===== config.mk =====
export PLATFORM = sky130hd
export DESIGN_NAME = line_fifo
export DESIGN_NICKNAME = d
export VERILOG_FILES = /design/src/rtl/sdram_svga_pkg.sv /design/src/rtl/fifo_dp_ram.sv /design/src/rtl/line_fifo.sv
export SDC_FILE = /design/constraint.sdc
export NUM_CORES = 1
export LEC_CHECK = 0
export BUFFER_PORTS_ARGS = -buffer_cell sky130_fd_sc_hd__buf_2
export CAP_MARGIN = 20
export CORE_MARGIN = 3
export CORE_UTILIZATION = 25
export CTS_CLUSTER_SIZE = 10
export DETAILED_ROUTE_END_ITERATION = 8
export PLACE_DENSITY = 0.49
export SYNTH_ARGS = -nofsm -noshare
export SYNTH_HDL_FRONTEND = slang
export SYNTH_SLANG_ARGS = --single-unit

===== constraint.sdc =====
create_clock -name CLK -period 4.5 [get_ports CLK]
set_clock_uncertainty 0.15 [all_clocks]
set_input_delay 0.9 -clock CLK [delete_from_list [all_inputs] [get_ports CLK]]
set_output_delay 0.9 -clock CLK [all_outputs]
set_load 0.05 [all_outputs]

===== src/rtl/sdram_svga_pkg.sv =====
// Shared defaults for the SDRAM-to-SVGA datapath blocks.
// Covers line buffer width, depth and almost-full threshold.
package sdram_svga_pkg;
  localparam int unsigned FIFO_DATA_W     = 16;
  localparam int unsigned FIFO_DEPTH_LOG2 = 5;
  localparam int unsigned FIFO_AF_LEVEL   = 24;
endpackage


===== src/rtl/fifo_dp_ram.sv =====
// Simple dual-port RAM with one write port and one registered read port.
// The read register clears on reset and holds its value when no read is enabled.
module fifo_dp_ram #(
  parameter int unsigned DATA_W = 16,
  parameter int unsigned ADDR_W = 5
) (
  input  logic              i_clk,
  input  logic              i_rst,
  input  logic              i_we,
  input  logic [ADDR_W-1:0] i_waddr,
  input  logic [DATA_W-1:0] i_wdata,
  input  logic              i_re,
  input  logic [ADDR_W-1:0] i_raddr,
  output logic [DATA_W-1:0] o_rdata
);
  (* ram_style = "block" *) logic [DATA_W-1:0] r_mem [2**ADDR_W];

  always_ff @(posedge i_clk) begin
    if (i_we) r_mem[i_waddr] <= i_wdata;
  end

  // The FIFO's flag rules never read and write the same address in one cycle,
  // so no read-during-write ordering is required here.
  always_ff @(posedge i_clk) begin
    if (i_rst)     o_rdata <= '0;
    else if (i_re) o_rdata <= r_mem[i_raddr];
  end
endmodule


===== src/rtl/line_fifo.sv =====
// Single-clock line FIFO between the SDRAM burst engine and SVGA pixel fetch.
// Define LINE_FIFO_ERR_EN to add sticky OVF/UDF error outputs.
module line_fifo
  import sdram_svga_pkg::*;
#(
  parameter int unsigned DATA_W     = FIFO_DATA_W,
  parameter int unsigned DEPTH_LOG2 = FIFO_DEPTH_LOG2,
  parameter int unsigned AF_LEVEL   = FIFO_AF_LEVEL
) (
  input  logic                  CLK,
  input  logic                  RST,
  input  logic                  FLUSH,
  input  logic                  WRn,
  input  logic [DATA_W-1:0]     DATA_WR,
  input  logic                  RDn,
  output logic [DATA_W-1:0]     DATA_RD,
  output logic                  VALID_RD,
  output logic                  FULL,
  output logic                  EMPTY,
  output logic                  ALMOST_FULL,
  output logic [DEPTH_LOG2:0]   LEVEL
`ifdef LINE_FIFO_ERR_EN
  ,
  output logic                  OVF,
  output logic                  UDF
`endif
);
  localparam int unsigned DEPTH = 1 << DEPTH_LOG2;
  localparam int unsigned PW    = DEPTH_LOG2 + 1;

  logic [PW-1:0] r_wr_ptr, r_rd_ptr;
  logic [PW-1:0] w_wr_nxt, w_rd_nxt, w_lvl_nxt;
  logic          w_wr_acc, w_rd_acc;
  logic          r_full, r_empty, r_af, r_valid;

  // Flags are registered from the next pointer pair so they line up with LEVEL.
  always_comb begin
    w_wr_acc  = ~WRn && !r_full  && !FLUSH && !RST;
    w_rd_acc  = ~RDn && !r_empty && !FLUSH && !RST;
    w_wr_nxt  = r_wr_ptr;
    w_rd_nxt  = r_rd_ptr;
    if (FLUSH) begin
      w_wr_nxt = '0;
      w_rd_nxt = '0;
    end else begin
      if (w_wr_acc) w_wr_nxt = r_wr_ptr + PW'(1);
      if (w_rd_acc) w_rd_nxt = r_rd_ptr + PW'(1);
    end
    w_lvl_nxt = w_wr_nxt - w_rd_nxt;
  end

  always_ff @(posedge CLK) begin
    if (RST) begin
      r_wr_ptr <= '0;
      r_rd_ptr <= '0;
      r_full   <= 1'b0;
      r_empty  <= 1'b1;
      r_af     <= 1'b0;
      r_valid  <= 1'b0;
    end else begin
      r_wr_ptr <= w_wr_nxt;
      r_rd_ptr <= w_rd_nxt;
      r_full   <= (w_lvl_nxt == PW'(DEPTH));
      r_empty  <= (w_lvl_nxt == '0);
      r_af     <= (w_lvl_nxt >= PW'(AF_LEVEL));
      r_valid  <= w_rd_acc;
    end
  end

  fifo_dp_ram #(
    .DATA_W (DATA_W),
    .ADDR_W (DEPTH_LOG2)
  ) u_ram (
    .i_clk   (CLK),
    .i_rst   (RST),
    .i_we    (w_wr_acc),
    .i_waddr (r_wr_ptr[DEPTH_LOG2-1:0]),
    .i_wdata (DATA_WR),
    .i_re    (w_rd_acc),
    .i_raddr (r_rd_ptr[DEPTH_LOG2-1:0]),
    .o_rdata (DATA_RD)
  );

  assign VALID_RD    = r_valid;
  assign FULL        = r_full;
  assign EMPTY       = r_empty;
  assign ALMOST_FULL = r_af;
  assign LEVEL       = r_wr_ptr - r_rd_ptr;

`ifdef LINE_FIFO_ERR_EN
  logic r_ovf, r_udf;

  // Sticky: only RST clears them, FLUSH leaves them set.
  always_ff @(posedge CLK) begin
    if (RST) begin
      r_ovf <= 1'b0;
      r_udf <= 1'b0;
    end else begin
      if (~WRn && r_full)  r_ovf <= 1'b1;
      if (~RDn && r_empty) r_udf <= 1'b1;
    end
  end

  assign OVF = r_ovf;
  assign UDF = r_udf;
`endif
endmodule


==> results.py <==
metrics = {
    "floorplanning": {
        "coreArea_um2": 83800,
        "initial_core_util_pct": 25.3,
        "rows": 106,
        "ios": 47,
        "die_area_um2": 88400,
        "die_x_um": 297,
        "die_y_um": 297,
    },
    "clock_tree": {
        "post-cts-setup-buffer-count": 0,
        "cts_tree": "yes",
        "ctsRootBufferMaster": "clkbuf_16",
        "clk_pin_slew_ps": 50,
        "cts_sinks": 544,
        "htree_levels": 2,
        "cts_resized": 0,
        "clk_path_buf_depth": 3,
        "cts_made_buffers": 61,
        "cts_hold_buf": 0,
        "clock_latency_ps": 610,
    },
    "critical_path": {
        "cpMostUsedCell": "inv_1",
        "crit_arrival_ps": 2860,
        "worstPathMaxFanout": 5,
        "path_cells": "inv_1 > ha_1 > fa_1 > inv_1 > a21o_1 > a21oi_1 > xnor2_1 > buf_12",
        "max_stage_delay_ps": 530,
        "cpMaxStageDelayCell": "xnor2_1",
        "crit_path_end_kind": "output pin",
        "cpLargestDelayFamily": "adder cells",
        "required_ps": 3450,
        "crit_type": "reg2out",
        "crit_path_start_kind": "flop",
        "critPathBufInv": 3,
    },
    "sta": {
        "setup_tns_ps": 0,
        "setup_slack_ps": 585,
        "finalSetupViolations": 0,
        "period_needed_ps": 3910,
        "maxSlewViolCount": 0,
        "fin_crit_sh_pct": 87.0,
        "hold_viol_final": 0,
        "clock.fmax_ghz": 0.255,
        "relSlewSlack_pct": 25.3,
        "worstMarginPinSlew_ps": 1120,
        "rsz0062_at_grt": "false",
    },
    "synth": {
        "yosysWarnings": 0,
        "netlist_instances": 1060,
        "ys.flop_type": "edfxtp_1",
        "netlist_area_um2": 21200,
        "ys_types": 44,
        "synth_edf_count": 512,
        "ys_seq_area_share_pct": 75.5,
        "syn_nets": 1097,
        "syn_area_per_cell_um2": 20.0,
        "synth_seq_cells": 544,
        "async_flop_share_pct": 0,
    },
    "global_route": {
        "grt_antenna_before_repair": 5,
        "grt_pass1_vias": 10900,
        "grt_max_degree": 69,
        "grt_usage_pct": 11.7,
        "grt_pass1_wl_um": 76400,
        "grt-ovfl-total": 0,
    },
    "placed_design": {
        "hpwl_um": 29700,
        "gp_congestion": 0.722,
        "port_buffers": 46,
        "place_area_um2": 23000,
        "dp_slack_ps": 597,
    },
    "drt": {
        "first_pass_iters": 5,
        "route.detailed.wl_per_inst_um": 22.5,
        "first_iter_violations": 910,
        "drc": 0,
        "via_count": 10400,
        "postRouteAntennaNets": 0,
        "via_per_inst": 4.45,
        "routed_wl_um": 52400,
    },
    "power": {
        "p_per_area_nw_per_um2": 407,
        "p_leak_uw": 0.00754,
        "ir_worst_vdd_mv": 0.318,
    },
    "flow_run": {
        "drv_cap": 0,
    },
    "cells_and_area": {
        "syn2layout_area_growth_pct": 16.7,
        "fillers": 8278,
        "drive_above_1_share_pct": 28.4,
        "final_area_um2": 24800,
        "final_cell_mix": "edfxtp_1, mux4_2, nor2_1",
        "layout_commonest_cell": "edfxtp_1",
        "final_nets": 1195,
    },
    "worst_hold_path": {
        "holdCritPathClass": "reg2reg",
    },
    "status": {
        "status": "completed",
    },
}
tightest hold or removal path, stage by stage, from the launching register on:
cell and delay [ps]:
dfxtp_1 340, nand2_1 60, o31ai_1 50
path summary, 6_finish.rpt:
kind | slack [ps] | start | end | depth (start not counted)
worst max-delay path | 590 | r_wr_ptr[0] | LEVEL[4] | 8
worst min-delay path | 350 | u_ram.o_rdata[10] | u_ram.o_rdata[10] | 2
worst min register to register | 350 | u_ram.o_rdata[10] | u_ram.o_rdata[10] | 2
worst max register to register | 1190 | r_rd_ptr[0] | u_ram.o_rdata[0] | 6
flip-flops by register name (all words and copies together), names as in the netlist:
register / count
ALMOST_FULL: 1
EMPTY: 1
FULL: 1
VALID_RD: 1
r_rd_ptr: 6
r_wr_ptr: 6
u_ram.o_rdata: 16
u_ram.r_mem: 512
synth_stat cells, types with 2 or more instances:
master,count,area share [%]
nor3_1,10,0.24
nand3_1,4,0.094
or2_1,2,0.059
inv_1,10,0.18
o31ai_1,18,0.64
buf_1,5,0.088
o21ai_0,2,0.047
buf_6,3,0.16
edfxtp_1,512,72
nand2_1,27,0.48
xor2_1,6,0.25
nor2_1,157,2.8
or3_1,2,0.059
o21bai_1,2,0.071
clkbuf_1,27,0.48
a21oi_1,4,0.094
buf_2,12,0.28
nor2b_1,2,0.059
buf_4,6,0.21
nand2b_1,3,0.088
ha_1,15,0.88
o22ai_1,16,0.47
nand4_1,3,0.088
inv_2,2,0.035
nand3b_1,2,0.071
or3b_2,2,0.083
xnor2_1,11,0.45
a31oi_1,2,0.059
mux4_2,144,15
a21o_1,4,0.14
dfxtp_1,32,3.0
cell families (layout without fill, tap and decap cells):
family / Yosys count / count (layout) / share of synthesized area (%)
flops: 544 / 544 / 75.5
simple gates: 221 / 221 / 4.42
mux: 145 / 145 / 15.3
buf+inv: 66 / 198 / 1.45
compound gates: 51 / 51 / 1.62
xor+xnor: 17 / 17 / 0.702
fa+ha+maj: 16 / 16 / 0.979
other cells: 0 / 1 / 0
final cells by class:
class,instances,area (µm²),share of cell area (%)
inverters,13,48.8,0.197
diodes,1,2.50,0.0101
repair buffers,88,586,2.37
well taps,1134,1420,5.73
clock inverters,4,48.8,0.197
flip-flops and latches,544,16000,64.7
clock buffers,93,1660,6.69
multi-input cells,450,4970,20.1
per-stage QoR:
stage,utilization (%),power [µW],hold WS [ps],instances
floorplan,-,5710,429,1060
global placement,27.5,5810,373,2229
detailed placement,27.5,5820,370,2229
CTS,29.5,10200,378,2326
global route,29.5,10400,388,2326
finish,29.5,10100,351,2327
power by group:
group	internal (µW)	switching, µW
combinational	33.5	130
sequential	5540	4.61
clock	2500	1880
metal layers:
layer / global-route usage (%) / wire, µm / up-vias
li1: - / - / 4460
met1: 16.4 / 24000 / 5579
met2: 18.8 / 24600 / 248
met3: 2.24 / 2860 / 64
met4: 2.85 / 891 / 2
met5: 0 / 20 / -
(Power assumes the default switching activity.)
